**src/rtl/decode_pkg.sv**
```systemverilog
// Shared types for the instruction decode stage: field widths, opcode
// encodings, the packed instruction layout and the decode FSM states.
package decode_pkg;

    localparam int INSTR_W  = 9;
    localparam int OPCODE_W = 3;
    localparam int REG_W    = 2;
    localparam int IMM_W    = 2;

    typedef enum logic [OPCODE_W-1:0] {
        OP_NOP  = 3'b000,
        OP_ADD  = 3'b001,
        OP_SUB  = 3'b010,
        OP_AND  = 3'b011,
        OP_OR   = 3'b100,
        OP_LD   = 3'b101,
        OP_ST   = 3'b110,
        OP_SWAP = 3'b111
    } opcode_e;

    // Field order matches the raw bit layout, so a cast splits the word.
    typedef struct packed {
        logic [OPCODE_W-1:0] opcode;
        logic [REG_W-1:0]    reg1;
        logic [REG_W-1:0]    reg2;
        logic [IMM_W-1:0]    imm;
    } instr_t;

    typedef enum logic {
        RUN    = 1'b0,
        HALTED = 1'b1
    } state_e;

    function automatic logic is_swap(input logic [OPCODE_W-1:0] op);
        return op == OP_SWAP;
    endfunction

endpackage

```
**src/rtl/skid_buffer.sv**
```systemverilog
// Two-entry valid/ready stage: an output register plus one skid register,
// with a registered upstream ready so no combinational path crosses the stage.
module skid_buffer #(
    parameter int WIDTH = 8
) (
    input  logic             clk,
    input  logic             reset,
    input  logic             allow,
    input  logic             in_valid,
    input  logic [WIDTH-1:0] in_data,
    output logic             in_ready,
    input  logic             pop,
    output logic             out_valid,
    output logic [WIDTH-1:0] out_data
);

    logic [WIDTH-1:0] out_q;
    logic [WIDTH-1:0] out_d;
    logic             out_valid_q;
    logic             out_valid_d;
    logic [WIDTH-1:0] skid_q;
    logic [WIDTH-1:0] skid_d;
    logic             skid_valid_q;
    logic             skid_valid_d;
    logic             ready_q;
    logic             push;
    logic             out_free;

    assign push     = in_valid && ready_q;
    assign out_free = !out_valid_q || pop;

    always_comb begin
        out_d        = out_q;
        out_valid_d  = out_valid_q;
        skid_d       = skid_q;
        skid_valid_d = skid_valid_q;
        if (out_free) begin
            if (skid_valid_q) begin
                out_d        = skid_q;
                out_valid_d  = 1'b1;
                skid_d       = in_data;
                skid_valid_d = push;
            end else if (push) begin
                // Empty skid and a free output slot: bypass straight in.
                out_d       = in_data;
                out_valid_d = 1'b1;
            end else begin
                out_valid_d = 1'b0;
            end
        end else if (push) begin
            skid_d       = in_data;
            skid_valid_d = 1'b1;
        end
    end

    always_ff @(posedge clk or negedge reset) begin
        if (!reset) begin
            out_q        <= '0;
            out_valid_q  <= 1'b0;
            skid_q       <= '0;
            skid_valid_q <= 1'b0;
            ready_q      <= 1'b0;
        end else begin
            out_q        <= out_d;
            out_valid_q  <= out_valid_d;
            skid_q       <= skid_d;
            skid_valid_q <= skid_valid_d;
            ready_q      <= allow && !skid_valid_d;
        end
    end

    assign in_ready  = ready_q;
    assign out_valid = out_valid_q;
    assign out_data  = out_q;

endmodule

```
**src/rtl/instr_decode.sv**
```systemverilog
// Instruction decode stage: buffers fetched words, splits fields, pulses doSWAP
// and stops accepting on HALT_WORD. Define SWAP_HAZARD_EN for a post-SWAP bubble.
//
// state  | meaning
// RUN    | accepting instructions from fetch
// HALTED | HALT_WORD accepted; buffered words drain, only reset leaves
module instr_decode
    import decode_pkg::*;
#(
    parameter logic [INSTR_W-1:0] HALT_WORD = 9'h000
) (
    input  logic                clk,
    input  logic                reset,
    input  logic                in_valid,
    output logic                in_ready,
    input  logic [INSTR_W-1:0]  instr,
    output logic                out_valid,
    input  logic                out_ready,
    output logic [OPCODE_W-1:0] opcode,
    output logic [REG_W-1:0]    reg1,
    output logic [REG_W-1:0]    reg2,
    output logic [IMM_W-1:0]    imm,
    output logic                doSWAP,
    output logic                halted
);

    state_e             state;
    state_e             state_next;
    logic               allow;
    logic               accept;
    logic               buf_valid;
    logic [INSTR_W-1:0] buf_data;
    logic               hold;
    logic               pop;
    instr_t             fields;

    assign accept = in_valid && in_ready;

    always_ff @(posedge clk or negedge reset) begin
        if (!reset) begin
            state <= RUN;
        end else begin
            state <= state_next;
        end
    end

    always_comb begin
        state_next = state;
        allow      = 1'b0;
        case (state)
            RUN: begin
                if (accept && instr == HALT_WORD) begin
                    state_next = HALTED;
                end else begin
                    allow = 1'b1;
                end
            end
            HALTED: begin
                state_next = HALTED;
            end
            default: begin
                state_next = RUN;
            end
        endcase
    end

    skid_buffer #(
        .WIDTH(INSTR_W)
    ) u_skid (
        .clk      (clk),
        .reset    (reset),
        .allow    (allow),
        .in_valid (in_valid),
        .in_data  (instr),
        .in_ready (in_ready),
        .pop      (pop),
        .out_valid(buf_valid),
        .out_data (buf_data)
    );

`ifdef SWAP_HAZARD_EN
    // One dead cycle after each swap lets the mapping table settle.
    logic bubble_q;

    always_ff @(posedge clk or negedge reset) begin
        if (!reset) begin
            bubble_q <= 1'b0;
        end else begin
            bubble_q <= doSWAP;
        end
    end

    assign hold = bubble_q;
`else
    assign hold = 1'b0;
`endif

    assign fields    = instr_t'(buf_data);
    assign out_valid = buf_valid && !hold;
    assign pop       = out_valid && out_ready;
    assign opcode    = fields.opcode;
    assign reg1      = fields.reg1;
    assign reg2      = fields.reg2;
    assign imm       = fields.imm;
    assign doSWAP    = pop && is_swap(fields.opcode);
    assign halted    = (state == HALTED);

endmodule
```
**config.mk**
```make
export PLATFORM = sky130hd
export DESIGN_NAME = instr_decode
export DESIGN_NICKNAME = d
export VERILOG_FILES = /design/src/rtl/decode_pkg.sv /design/src/rtl/skid_buffer.sv /design/src/rtl/instr_decode.sv
export SDC_FILE = /design/constraint.sdc
export NUM_CORES = 1
export LEC_CHECK = 0
export BUFFER_PORTS_ARGS = -buffer_cell sky130_fd_sc_hd__buf_2
export CORE_MARGIN = 2
export CORE_UTILIZATION = 50
export DETAILED_ROUTE_END_ITERATION = 10
export GPL_ROUTABILITY_DRIVEN = 0
export PLACE_DENSITY = 0.86
export SLEW_MARGIN = 5
export SYNTH_ARGS = -nofsm -noshare
export SYNTH_HDL_FRONTEND = slang
export SYNTH_HIERARCHICAL = 1
export SYNTH_SLANG_ARGS = --single-unit
```
**constraint.sdc**
```tcl
create_clock -name clk -period 2.1 [get_ports clk]
set_input_delay 0.315 -clock clk [delete_from_list [all_inputs] [get_ports clk]]
set_output_delay 0.315 -clock clk [all_outputs]
set_load 0.02 [all_outputs]
```
* Word-level counts from Yosys, hierarchy flattened
Cells that the tools add are included.
** Operators by class
- Bitwise operators :: 1
- Equality and inequality tests :: 2
- Add/sub/neg operators :: 0
- Reduce and logical (&&, ||, !) cells :: 13
- Div/mod/pow operators :: 0
- Multipliers :: 0
- Order comparisons :: 0
- Shifts and indexed selects :: 0
- Multiplexer cells :: 13
** Operators by type and width (number)
- 9-bit two-way mux :: 4
- 9-bit logical NOT :: 1
- 1-bit two-way mux :: 8
- 1-bit logical AND :: 5
- 2-bit AND reduction :: 2
- 2-bit nonzero test :: 2
- 3-bit == test (second input constant) :: 1
- 1-bit logical NOT :: 2
- 2-bit by 1-bit inequality test with 1-bit output (second input constant) :: 1
- 1-bit case mux with 2 select lines :: 1
- 1-bit logical OR :: 1
- 1-bit inverter :: 1
** Storage, ports and cells
- RAM bits :: 0
- Bits in read-only memories :: 0
- Input bits :: 13
- Word-level logic and storage cells :: 35
- Register bits after elaboration :: 22
- Bits in latches :: 0
- Output and inout port bits :: 13
- Memories :: 0

* Logic depth before layout (Yosys ltp)
- Word-level depth :: 5
- Depth in mapped cells :: 4

* Hierarchy
Netlist, hierarchy kept.
** By module, submodules not included
- skid_buffer :: instances 1, cells an instance 57, area each 913.4 um^2, sequential area each 525.5 um^2
- instr_decode :: instances 1, cells an instance 8, area each 93.8 um^2, sequential area each 25.0 um^2

* Worst setup path after synthesis
OpenSTA, ideal clock, no wires.
- Path kind :: register to register
- Start point :: register u_skid.out_valid_q, in the netlist u_skid/out_valid
- End point :: register u_skid.skid_q[0]
- Required time :: 1.975 ns
- Path buffers :: 0
- Stages on the path, launching flop included :: 5
- Library setup time :: 0.125 ns
- Slack :: 0.415 ns
- Arrival time :: 1.560 ns
- Cell sequence :: dfrtp_1 > and2_1 > nor2b_4 > mux2i_4 > mux2_2
** On the way
- Longest elaborated chain between the ends :: 4
- Elaborated cells between the ends (all ways) :: 7
** Ends and longest elaborated chain
- start: declaration :: line skid_buffer.sv:19 : logic out_valid_q;
- start signal: assignment :: line skid_buffer.sv:65 : out_valid_q <= out_valid_d;
- 1-bit logical AND (*) :: line instr_decode.sv:100 : assign pop = out_valid && out_ready;
- via pop :: line instr_decode.sv:34 : logic pop;
- 1-bit logical OR (*) :: line skid_buffer.sv:30 : assign out_free = !out_valid_q || pop;
- 2-bit by 1-bit inequality test with 1-bit output (no source line) or 2-bit nonzero test (tied branches)
- 2-bit AND reduction (no source line)
- end signal: assignment :: line skid_buffer.sv:66 : skid_q <= skid_d;
- end: declaration :: line skid_buffer.sv:21 : logic [WIDTH-1:0] skid_q;
Mark *: on every way through the listed nets, which the timed path passes. The rest lies on a longest branch.
A chain may end at the register's enable or synchronous reset.

* Worst setup path in the final report
- Start point :: register u_skid.out_valid_q, in the netlist u_skid/out_valid
- End point :: register u_skid.skid_q[2]
The elaborated chain is that of the path after synthesis.

==> flow_summary.rst <==
.. list-table::
   :header-rows: 1

   * - Metric
     - Value
   * - Status
     - finished, final reports clean
   * - Highest metal layer with signal wires
     - met4
   * - Unrepaired setup endpoints after global routing
     - false
   * - Core Rows
     - 16
   * - Total of buffers placed on input and output ports
     - 25
   * - Vias after detailed routing
     - 638
   * - Power density over the cells
     - 1590 mW/mm2
   * - Net count of the mapped netlist
     - 78
   * - Critical Path Sink Type
     - flip-flop
   * - Flop2flop setup slack
     - 0.40 ns
   * - Overall Global Routing Usage
     - 0.168
   * - Register area share after synthesis
     - 0.547
   * - Clock tree buffer depth
     - 2
   * - Count of cell types in the netlist
     - 17
   * - Setup CP Type
     - reg2reg
   * - # resized after CTS
     - 0
   * - Crit Reg-Reg Startpoint
     - u_skid/out_valid
   * - Max cap viols
     - 0
   * - CTS H-tree depth
     - 1
   * - Fraction of layout instances using a drive strength above 1
     - 0.653
   * - Clock sinks
     - 22
   * - Number of failing hold endpoints at the final stage
     - 0
   * - Number of cells on the worst reg-to-reg path
     - 4
   * - Critical Path RT
     - 2.31 ns
   * - Overall power
     - 1.95 mW
   * - Initial antenna violation count
     - 0
   * - Source-to-sink clock delay at the later pin of the worst-skew pair
     - 0.31 ns
   * - Finish-stage setup viols
     - 0
   * - Pre-Repair DR Iteration Count
     - 3
   * - Total wire length after detailed routing
     - 1720 um
   * - First-pass GRT wire length
     - 3000 um
   * - Post-synthesis sequential element count
     - 22
   * - Top Ports
     - 26
   * - Post-synth top area share
     - 0.547
   * - Synthesized netlist cell count
     - 65
   * - Routed length on met3
     - 76 um
   * - Ratio of final minimum period to clock period
     - 0.810
   * - Synthesized area divided by synthesized cell count
     - 15.5 um2
   * - Clock tree from TritonCTS
     - done
   * - Number of filler cells placed in the layout
     - 161
   * - Worst rel slew slack
     - 0.665
   * - Cell type with the highest aggregate area in the netlist
     - sky130_fd_sc_hd__dfrtp_1
   * - Most instantiated library cell after synthesis
     - sky130_fd_sc_hd__mux2_2
   * - Data arrival time at the worst-slack endpoint
     - 1.91 ns
   * - Core outline area
     - 0.00192 mm2
   * - Area used by multi-input combinational logic
     - 449 um2
   * - Maximum number of pins on one net before global-route repair
     - 23
   * - Root Driver
     - sky130_fd_sc_hd__clkbuf_4
   * - Destination of the worst hold path
     - u_skid/skid_q[3]
   * - Vert. Die Dim
     - 48.9 um
   * - Pins over their slew limit
     - 0
   * - Synth async-reset ratio
     - 1.00
   * - Sequential Area
     - 551 um2
   * - Worst hold stages
     - 2
   * - Number of synthesized flops with an enable pin
     - 0
   * - Pin slew with the least headroom to its limit
     - 0.502 ns
   * - Sw Ratio
     - 0.337
   * - Die span in x
     - 48.9 um
   * - Number of antenna cells inserted
     - 0
   * - First-iteration detailed-routing DRC count
     - 3
   * - Worst-path maximum fanout
     - 9
   * - Number of nets with antenna violations after routing
     - 0
   * - Worst IR Drop VDD
     - 0.000910 V
   * - Path category of the worst min-delay check
     - in2reg
   * - WL/cell
     - 14.1 um
   * - Time the worst path needs with I/O delays and setup
     - 1.70 ns
   * - Vias per Instance
     - 5.23
   * - Starting density of the core
     - 0.524
   * - Synth area leaders
     - sky130_fd_sc_hd__dfrtp_1 (55%), sky130_fd_sc_hd__mux2_2 (30%), sky130_fd_sc_hd__mux2i_4 (2.2%)
   * - Int Power
     - 1.29 mW
   * - Via count of the first global-routing pass
     - 639
   * - Final-layout setup total negative slack
     - 0 ns
   * - Net Sw Power
     - 0.658 mW
   * - Leakage power figure
     - 0.545 nW
   * - Hold Startpoint
     - instr[3]
   * - Startpoint class of the critical path
     - flip-flop
   * - Clock transition time at the flip-flop clock pins of the worst setup and hold paths
     - 0.12 ns
   * - Number of warning messages in the yosys log
     - 6
   * - Highest Clock Rate
     - 588 MHz
   * - Flip-flop cell with the highest count after synthesis
     - sky130_fd_sc_hd__dfrtp_1
   * - Total routed wire length on the met1 layer
     - 746 um
   * - Residual DRC count
     - 0
   * - Clock buffers created by TritonCTS
     - 3
   * - Endpoint of the most critical register-to-register path
     - u_skid/skid_q[2]
   * - Commonest non-fill, non-tap cells in the layout
     - sky130_fd_sc_hd__mux2_2 (27), sky130_fd_sc_hd__buf_2 (25), sky130_fd_sc_hd__dfrtp_1 (22)
   * - Area growth syn-to-layout
     - 22.0%
   * - # hold bufs at CTS
     - 1
   * - Buffer count from post-CTS setup fixing
     - 0
   * - Number of nets in the final layout
     - 109
   * - Grt total ovfl
     - 0
   * - Amount of wire on met2 after detailed routing
     - 870 um
   * - Sequential share of power
     - 0.376
   * - Final HPWL from detailed placement
     - 1250 um
   * - Total die area
     - 0.00239 mm2
   * - Clock power frac
     - 0.165
   * - Post-synth top cells
     - sky130_fd_sc_hd__mux2_2 (27), sky130_fd_sc_hd__dfrtp_1 (22), sky130_fd_sc_hd__and2_1 (2)
   * - Commonest non-fill, non-tap cell in the layout
     - sky130_fd_sc_hd__mux2_2
   * - Worst Skew
     - 0.00535 ns
   * - Combinational cell fraction of total power
     - 0.459
   * - Mapped Area
     - 0.00101 mm2
==> stage by stage <==
stage	util	worst slack [ns]	hold slack, ns	cell area, um2	instances
floorplan	-	0.415	0.0194	1010	65
global placement	0.607	0.431	0.303	1170	117
detailed placement	0.607	0.387	0.304	1170	117
CTS	0.639	0.388	0.237	1230	122
global route	0.639	0.305	0.233	1230	122
finish	0.639	0.399	0.250	1230	122
==> registers in the layout (all words and copies together), names as in the netlist <==
name                 flops
u_skid/out_data          9
u_skid/skid_q            9
halted                   1
u_skid/in_ready          1
u_skid/out_valid         1
u_skid/skid_valid_q      1
==> logic make-up after synthesis <==
group                      share of synthesized area
AOI/OAI and AO/OA                             0.0199
and+or+nand+nor                               0.0919
buffers and inverters                        0.00746
adders and majority gates                    0.00994
muxes                                          0.324
DFF                                            0.547
==> per-layer routing <==
metal,GRT usage,vias up
met1,0.202,315
met5,0,-
met2,0.285,16
met3,0.0215,4
met4,0.100,0
li1,-,303
==> how the worst max path moves through the flow <==
stage	depth (start not counted)	slack (ns)	endpoint	from
6_report	4	0.40	u_skid/skid_q[2]	u_skid/out_valid
2_1_floorplan	4	0.42	u_skid/skid_q[0]	u_skid/out_valid
4_1_cts	4	0.39	u_skid/skid_q[7]	u_skid/out_valid
5_1_grt	4	0.31	u_skid/skid_q[6]	u_skid/out_valid
3_5_place_dp	5	0.39	u_skid/skid_q[2]	out_ready
3_3_place_gp	5	0.43	u_skid/skid_q[4]	out_ready
==> final cells by class <==
type                       instances  area share
sequential                        22       0.448
multi-input combinational         42       0.366
timing repair buffer              27       0.116
tap                               27      0.0275
clock inverter                     1      0.0244
clock buffer                       3      0.0183
==> power groups by stage <==
stage          Sequential [mW]  Combinational, mW  Clock (mW)
2_1_floorplan            0.872              0.540           0
3_3_place_gp             0.738              0.880           0
3_5_place_dp             0.748              0.903           0
4_1_cts                  0.738              0.909       0.335
5_1_grt                  0.763              0.957       0.349
6_report                 0.734              0.895       0.321
==> critical path, stage by stage (launching register included) <==
cell,delay [ns]
sky130_fd_sc_hd__dfrtp_1,0.40
sky130_fd_sc_hd__and2_1,0.19
sky130_fd_sc_hd__nor2b_4,0.19
sky130_fd_sc_hd__mux2i_4,0.43
sky130_fd_sc_hd__mux2_2,0.39
(Power assumes the default switching activity.)
